$ cat config.mk
export PLATFORM = sky130hd
export DESIGN_NAME = lsu_mem_stage_flat
export DESIGN_NICKNAME = d
export VERILOG_FILES = /design/src/rtl/lsu_pkg.sv /design/src/rtl/lsu_mem_stage_if.sv /design/src/rtl/lsu_lane_align.sv /design/src/rtl/lsu_mem_stage.sv /design/src/flat_wrapper.sv
export SDC_FILE = /design/constraint.sdc
export NUM_CORES = 1
export LEC_CHECK = 0
export BUFFER_PORTS_ARGS = -buffer_cell sky130_fd_sc_hd__buf_2
export CAP_MARGIN = 20
export CORE_AREA = 8 8 100 121
export CTS_BUF_LIST = sky130_fd_sc_hd__clkbuf_4
export DETAILED_ROUTE_END_ITERATION = 10
export DIE_AREA = 0 0 108 129
export GPL_TIMING_DRIVEN = 0
export PLACE_DENSITY = 0.84
export SETUP_SLACK_MARGIN = 0.5
export SYNTH_ARGS = -nofsm -noshare
export SYNTH_HDL_FRONTEND = slang
export SYNTH_SLANG_ARGS = --single-unit
$ cat constraint.sdc
create_clock -name clk -period 2.9 [get_ports clk]
set_input_delay 0.725 -clock clk [delete_from_list [all_inputs] [get_ports clk]]
set_output_delay 0.725 -clock clk [all_outputs]
set_load 0.01 [all_outputs]
$ cat src/rtl/lsu_pkg.sv
// Shared types and helpers for the memory-stage load/store unit.
//   size_e  : access size encoding carried on req_size
//   err_e   : response error code carried on rsp_err
//   state_e : LSU sequencing states
//   check_req() : classifies a request at accept time
package lsu_pkg;

    typedef enum logic [1:0] {
        SZ_BYTE = 2'd0,
        SZ_HALF = 2'd1,
        SZ_WORD = 2'd2,
        SZ_ILL  = 2'd3
    } size_e;

    typedef enum logic [1:0] {
        ERR_OK       = 2'd0,
        ERR_MISALIGN = 2'd1,
        ERR_RANGE    = 2'd2,
        ERR_SIZE     = 2'd3
    } err_e;

    typedef enum logic [2:0] {
        IDLE    = 3'd0,
        ACCESS  = 3'd1,
        CAPTURE = 3'd2,
        MERGE   = 3'd3,
        RESP    = 3'd4
    } state_e;

    // Error priority: illegal size, then misalignment, then word index range.
    function automatic err_e check_req(input logic [31:0] addr, input size_e size,
                                       input int unsigned depth);
        if (size == SZ_ILL)
            return ERR_SIZE;
        if ((size == SZ_HALF && addr[0]) || (size == SZ_WORD && addr[1:0] != 2'b00))
            return ERR_MISALIGN;
        if ({2'b00, addr[31:2]} >= depth)
            return ERR_RANGE;
        return ERR_OK;
    endfunction

endpackage

$ cat src/rtl/lsu_mem_stage_if.sv
// Request/response handshake between the execute stage and the LSU.
//   master : requester (drives req_*, rsp_ready)
//   slave  : LSU       (drives req_ready, rsp_*)
interface lsu_mem_stage_if;

    logic        req_valid;
    logic        req_ready;
    logic [31:0] req_addr;
    logic [31:0] req_wdata;
    logic        req_we;
    logic [1:0]  req_size;
    logic        req_unsigned;
    logic        rsp_valid;
    logic        rsp_ready;
    logic [31:0] rsp_rdata;
    logic [1:0]  rsp_err;

    modport master (
        output req_valid, req_addr, req_wdata, req_we, req_size, req_unsigned, rsp_ready,
        input  req_ready, rsp_valid, rsp_rdata, rsp_err
    );

    modport slave (
        input  req_valid, req_addr, req_wdata, req_we, req_size, req_unsigned, rsp_ready,
        output req_ready, rsp_valid, rsp_rdata, rsp_err
    );

endinterface

$ cat src/rtl/lsu_lane_align.sv
// Combinational lane handling for the LSU.
//   addr_lo     : byte offset within the word
//   size        : access size
//   is_unsigned : zero-extend (1) or sign-extend (0) sub-word loads
//   mem_word    : word read from memory
//   wdata       : right-justified store data (only the low half is ever used)
//   load_data   : extracted and extended load result
//   merge_data  : mem_word with the target lane replaced by store data
module lsu_lane_align
    import lsu_pkg::*;
(
    input  logic [1:0]  addr_lo,
    input  size_e       size,
    input  logic        is_unsigned,
    input  logic [31:0] mem_word,
    input  logic [15:0] wdata,
    output logic [31:0] load_data,
    output logic [31:0] merge_data
);

    logic [7:0]  byte_v;
    logic [15:0] half_v;

    always_comb begin
        byte_v     = mem_word[{addr_lo, 3'b000} +: 8];
        half_v     = mem_word[{addr_lo[1], 4'b0000} +: 16];
        load_data  = '0;
        merge_data = mem_word;
        case (size)
            SZ_BYTE: begin
                load_data = {{24{byte_v[7] & ~is_unsigned}}, byte_v};
                merge_data[{addr_lo, 3'b000} +: 8] = wdata[7:0];
            end
            SZ_HALF: begin
                load_data = {{16{half_v[15] & ~is_unsigned}}, half_v};
                merge_data[{addr_lo[1], 4'b0000} +: 16] = wdata;
            end
            SZ_WORD: load_data = mem_word;
            default: ;
        endcase
    end

endmodule

$ cat src/rtl/lsu_mem_stage.sv
// Memory-stage load/store unit in front of a word-addressed data memory
// without byte enables. Sub-word stores are done as read-modify-write.
//   clk, rst_n  : clock, synchronous active-low reset
//   bus         : request/response handshake (slave side)
//   mem_address : word index, zero-extended
//   mem_in      : write data to memory
//   mem_en      : memory enable
//   mem_r_w     : 0=read, 1=write
//   mem_out     : memory read data, valid the cycle after a read
module lsu_mem_stage
    import lsu_pkg::*;
#(
    parameter  int unsigned DEPTH = 2048,
    localparam int unsigned IDX_W = $clog2(DEPTH)
) (
    input  logic                 clk,
    input  logic                 rst_n,
    lsu_mem_stage_if.slave       bus,
    output logic [31:0]          mem_address,
    output logic [31:0]          mem_in,
    output logic                 mem_en,
    output logic                 mem_r_w,
    input  logic [31:0]          mem_out
);

    state_e            state;
    // Address bits above the word index are only needed for the range check
    // at accept, so they are not held.
    logic [IDX_W+1:0]  addr_q;
    logic [31:0]       wdata_q;
    logic              we_q;
    size_e             size_q;
    logic              uns_q;
    logic [31:0]       rdata_q;
    err_e              err_q;

    err_e              req_err;
    logic              word_store;
    logic [31:0]       load_data;
    logic [31:0]       merge_data;

    assign req_err    = check_req(bus.req_addr, size_e'(bus.req_size), DEPTH);
    assign word_store = we_q && (size_q == SZ_WORD);

    lsu_lane_align u_align (
        .addr_lo     (addr_q[1:0]),
        .size        (size_q),
        .is_unsigned (uns_q),
        .mem_word    (mem_out),
        .wdata       (wdata_q[15:0]),
        .load_data   (load_data),
        .merge_data  (merge_data)
    );

    always_ff @(posedge clk) begin
        if (!rst_n) begin
            state   <= IDLE;
            addr_q  <= '0;
            wdata_q <= '0;
            we_q    <= 1'b0;
            size_q  <= SZ_BYTE;
            uns_q   <= 1'b0;
            rdata_q <= '0;
            err_q   <= ERR_OK;
        end else begin
            case (state)
                IDLE: begin
                    if (bus.req_valid) begin
                        addr_q  <= bus.req_addr[IDX_W+1:0];
                        wdata_q <= bus.req_wdata;
                        we_q    <= bus.req_we;
                        size_q  <= size_e'(bus.req_size);
                        uns_q   <= bus.req_unsigned;
                        rdata_q <= '0;
                        err_q   <= req_err;
                        state   <= (req_err == ERR_OK) ? ACCESS : RESP;
                    end
                end
                ACCESS: begin
                    if (word_store)
                        state <= RESP;
                    else if (we_q)
                        state <= MERGE;
                    else
                        state <= CAPTURE;
                end
                CAPTURE: begin
                    rdata_q <= load_data;
                    state   <= RESP;
                end
                MERGE: state <= RESP;
                RESP: begin
                    if (bus.rsp_ready)
                        state <= IDLE;
                end
                default: state <= IDLE;
            endcase
        end
    end

    assign bus.req_ready = (state == IDLE);
    assign bus.rsp_valid = (state == RESP);
    assign bus.rsp_rdata = rdata_q;
    assign bus.rsp_err   = err_q;

    assign mem_address = 32'(addr_q[IDX_W+1:2]);

    // Reset gating is combinational so an in-flight write is squashed in the
    // very cycle reset is asserted.
    always_comb begin
        mem_en  = 1'b0;
        mem_r_w = 1'b0;
        mem_in  = '0;
        case (state)
            ACCESS: begin
                mem_en  = 1'b1;
                mem_r_w = word_store;
                mem_in  = wdata_q;
            end
            MERGE: begin
                mem_en  = 1'b1;
                mem_r_w = 1'b1;
                mem_in  = merge_data;
            end
            default: ;
        endcase
        if (!rst_n) begin
            mem_en  = 1'b0;
            mem_r_w = 1'b0;
        end
    end

endmodule

$ cat src/flat_wrapper.sv
// flat-port wrapper written by rule: the top's interface ports become plain ports
module lsu_mem_stage_flat import lsu_pkg::*;
#(
    parameter  int unsigned DEPTH = 2048,
    localparam int unsigned IDX_W = $clog2(DEPTH)
)
  (clk, rst_n, mem_address, mem_in, mem_en, mem_r_w, mem_out, bus_req_valid, bus_req_addr, bus_req_wdata, bus_req_we, bus_req_size, bus_req_unsigned, bus_rsp_ready, bus_req_ready, bus_rsp_valid, bus_rsp_rdata, bus_rsp_err);
  lsu_mem_stage_if bus_i ();
  input  logic clk;
  input  logic rst_n;
  output logic [31:0] mem_address;
  output logic [31:0] mem_in;
  output logic mem_en;
  output logic mem_r_w;
  input  logic [31:0] mem_out;
  input wire logic [$bits(bus_i.req_valid)-1:0] bus_req_valid;
  input wire logic [$bits(bus_i.req_addr)-1:0] bus_req_addr;
  input wire logic [$bits(bus_i.req_wdata)-1:0] bus_req_wdata;
  input wire logic [$bits(bus_i.req_we)-1:0] bus_req_we;
  input wire logic [$bits(bus_i.req_size)-1:0] bus_req_size;
  input wire logic [$bits(bus_i.req_unsigned)-1:0] bus_req_unsigned;
  input wire logic [$bits(bus_i.rsp_ready)-1:0] bus_rsp_ready;
  output wire logic [$bits(bus_i.req_ready)-1:0] bus_req_ready;
  output wire logic [$bits(bus_i.rsp_valid)-1:0] bus_rsp_valid;
  output wire logic [$bits(bus_i.rsp_rdata)-1:0] bus_rsp_rdata;
  output wire logic [$bits(bus_i.rsp_err)-1:0] bus_rsp_err;
  assign bus_i.req_valid = bus_req_valid;
  assign bus_i.req_addr = bus_req_addr;
  assign bus_i.req_wdata = bus_req_wdata;
  assign bus_i.req_we = bus_req_we;
  assign bus_i.req_size = bus_req_size;
  assign bus_i.req_unsigned = bus_req_unsigned;
  assign bus_i.rsp_ready = bus_rsp_ready;
  assign bus_req_ready = bus_i.req_ready;
  assign bus_rsp_valid = bus_i.rsp_valid;
  assign bus_rsp_rdata = bus_i.rsp_rdata;
  assign bus_rsp_err = bus_i.rsp_err;
  lsu_mem_stage #(.DEPTH(DEPTH)) u_core (.clk(clk), .rst_n(rst_n), .bus(bus_i), .mem_address(mem_address), .mem_in(mem_in), .mem_en(mem_en), .mem_r_w(mem_r_w), .mem_out(mem_out));
endmodule
==> key figures <==
STA
  – Crit path time final: 3.219 ns
  – Final setup viols: 32
  – Final Hold Viols: 0
  – Tcrit/Tclk final: 111.0%
  – Peak Freq: 310.7 MHz
  – Worst-case clock skew: between 0.01 and 0.015 ns
  – Final worst slack: -0.3188 ns
  – RSZ-0062 raised after global routing: true
  – Hold_ws: ~0.46 ns
  – Worst Max-Slew Pin Slew: 0.6881 ns
  – Worst rel slew slack: 54.13%
  – Final Max Tran Viols: 0

Layout
  – Final instance area: ~6800 sq um
  – Final nets: 950
  – Fin cells: approximately 980
  – Commonest non-fill, non-tap cells in the layout: buf_2 (200), nand2_1 (121), dfxtp_1 (82)
  – Post-Route Utilization: 66.58%
  – Share of cells above drive strength 1: between 40% and 50%
  – Area Growth Syn to Fin: 37.14%
  – Most common cell after layout, fill and taps aside: buf_2

Die
  – Width of the chip: around 110 um
  – Row Count: 41
  – IO Count: 206
  – Initial Util: 48.55%
  – Die ar.: between 10000 and 15000 sq um
  – Core Area: around 10000 sq um
  – Die boundary height: roughly 130 um

Worst setup path
  – Crit path arrival time: ~2.5 ns
  – Reg-to-reg endpoint: u_core.bus.rsp_rdata[26]$_SDFFE_PN0P_
  – Crit path max fanout: 4
  – Slowest stage delay, CP: about 0.40 ns
  – CP Class: register to output pin
  – Critical path endpoint category: output pin
  – WP buf/inv: 6
  – Reg2reg path depth: 7
  – Slowest cell on crit path: dfxtp_4
  – Crit-path cells: buf_8 > clkinvlp_4 > buf_12 > ha_4 > buf_6 > nor3_4 > buf_6 > a221oi_2 > o31ai_2 > buf_2
  – CP dominant cell by count: buf_6
  – Data required, critical path: 2.17 ns
  – R2R Path Start: u_core.addr_q[0]$_SDFFE_PN0P_
  – Critical path launch point type: register
  – R2r setup slk: 0.83 ns
  – Crit-path leading delay family: buffers and inverters

Placement
  – IO buf count: 184
  – Pre-CTS setup slack: 0.05656 ns
  – Final Wtd Congestion: 0.9507
  – DP Wirelength: between 10000 and 15000 um
  – Cells after DPL: 941
  – Placed cell area: 6285 sq um

Min path
  – Worst Hold Class: register to register
  – Hold Path Stages: 2
  – Min-delay src: u_core.addr_q[7]$_SDFFE_PN0P_
  – Hold Path Sink: u_core.addr_q[7]$_SDFFE_PN0P_

Yosys
  – Flops & latches, synth: 86
  – Cell area after synthesis: 4956 sq um
  – Yosys warns: 0
  – Post-Syn Area per Cell: 8.151 sq um
  – Sequential-to-total area share from yosys stat: 34.74%
  – Synth Instances: 608
  – EDFF count, synth: 0
  – Most used DFF post-synth: dfxtp_1
  – Async SR Flop Fraction: 0%
  – Synth unique cells: 57

Routing
  – Wire length on met3: 2145 um
  – Drt wl/cell: around 20 um
  – DR pass1 iterations: 5
  – WL met1: ~7000 um
  – Vias/cell: 5.912
  – DR DRC count: 0
  – Met2 WL: 9226 um
  – Number of DRC markers in iteration 0: 800
  – Via count: 5770
  – WL final: 19230 um
  – Post-route ant nets: 0
  – Top sig layer: met4

Clock network
  – Root Driver: clkbuf_4
  – Worst-skew pair later-pin latency: 0.47 ns
  – Clock sinks: 86
  – Clock transition at path regs: 0.14 ns
  – H-tree levels: 3
  – CTS tree: built
  – Cts hold-fix bufs: 0
  – CTS max path bufs: 2
  – TritonCTS Buffers: 9

Status
  – Status: finished, violations left
  – Failing checks: setup timing

GRT
  – Pin count of the biggest net entering global routing: 15
  – Vias in the first global route: ~5400
  – GRT overflow: 0
  – Gr usage total: 25.87%
  – Global-route wire length before repair: 28240 um
  – Antenna violations before repair: 1

Flow run
  – Max-Cap Viols: 0

Pwr
  – Maximum vdd ir drop: about 0.37 mV
  – PwrDens: 378.2 nW/um^2
  – Leak pwr: 3.057 nW
==> cell usage after synthesis (3+ instances only) <==
library cell	count	area share (%)
mux2i_1	7	1.4
nor3_1	6	0.61
a21oi_1	73	7.4
mux2_2	10	2.3
ha_1	5	1.3
a211oi_1	8	1.2
clkbuf_1	19	1.4
o21ai_0	16	1.6
a22o_1	6	1.1
a22oi_1	5	0.76
nand3b_1	3	0.45
nor2b_1	6	0.76
o22ai_1	18	2.3
inv_1	6	0.45
a211o_1	5	0.88
buf_6	4	0.91
buf_2	23	2.3
nor4_1	4	0.50
a221oi_1	24	4.2
buf_4	37	5.6
o31ai_1	16	2.4
a32oi_1	3	0.53
a221o_1	23	4.6
nand2_1	124	9.4
o2bb2ai_1	9	1.6
nor2_1	15	1.1
dfxtp_1	86	35
nand2b_1	7	0.88
==> cell families (layout without fill, tap and decap cells) <==
logic type | Yosys count | count (layout) | synth area share [%]
AO/OA/AOI/OAI | 221 | 221 | 31.31
multiplexers | 18 | 18 | 4.140
flip-flops | 86 | 86 | 34.74
other | 1 | 22 | 0.07567
AND/OR/NAND/NOR | 186 | 186 | 17.60
adder cells (fa/ha/maj) | 5 | 5 | 1.262
buffers and inverters | 91 | 309 | 10.88
==> worst reg2reg max path: cells and delay by family (launching register included) <==
family | cells | cell delay, ns
simple gates | 2 | 0.66
buf+inv | 3 | 0.51
compound gates | 1 | 0.11
flops | 1 | 0.36
mux | 1 | 0.40
==> power by group <==
part / switching, mW / internal, mW
Clock: 0.431 / 0.183
Combinational: 0.380 / 0.299
Sequential: 0.0482 / 1.23
==> stage by stage <==
step                      setup TNS (ns)  power, mW
after floorplan                        0      1.673
after global placement                 0      1.875
after detailed placement               0      1.883
after CTS                         -5.164      2.504
after global routing              -9.398      2.677
final                             -7.384      2.570
==> registers in the layout (all words and copies together) (netlist names) <==
name and cells:
u_core.bus.rsp_err 2, u_core.we_q 1, u_core.bus.rsp_rdata 32, u_core.state 3, u_core.uns_q 1, u_core.addr_q 13, u_core.wdata_q 32, u_core.size_q 2
==> area by class of cell <==
| type | count | area [sq um] |
|---|---|---|
| fill | 892 | 3412 |
| multi-input combinational | 451 | 3084 |
| sequential | 86 | 1729 |
| timing repair buffer | 202 | 1096 |
| buffer | 83 | 570.5 |
| tap | 129 | 161.4 |
| clock buffer | 10 | 75.07 |
| inverter | 8 | 40.04 |
| clock inverter | 6 | 37.54 |
| antenna | 1 | 2.502 |
==> what timing repair did <==
action / 4_1_cts / 5_1_grt
setup buffers: 11 / 7
setup endpoints to repair: 33 / 34
gates resized for setup: 35 / 26
pin swaps: 18 / 21
==> per-layer routing <==
layer	up-vias	global-route usage, %
met1	2571	30.23
met3	104	7.704
met4	0	12.11
met2	427	42.23
met5	-	0
li1	2668	-
==> how the worst max path moves through the flow <==
stage	startpoint	to	depth (start not counted)
floorplan	u_core.addr_q[0]$_SDFFE_PN0P_	mem_in[0]	7
global placement	u_core.addr_q[0]$_SDFFE_PN0P_	mem_in[1]	8
detailed placement	u_core.addr_q[0]$_SDFFE_PN0P_	mem_in[1]	8
CTS	u_core.addr_q[1]$_SDFFE_PN0P_	mem_in[1]	8
global route	u_core.addr_q[1]$_SDFFE_PN0P_	mem_in[1]	8
finish	u_core.addr_q[1]$_SDFFE_PN0P_	mem_in[17]	10
(Power assumes the default switching activity.)
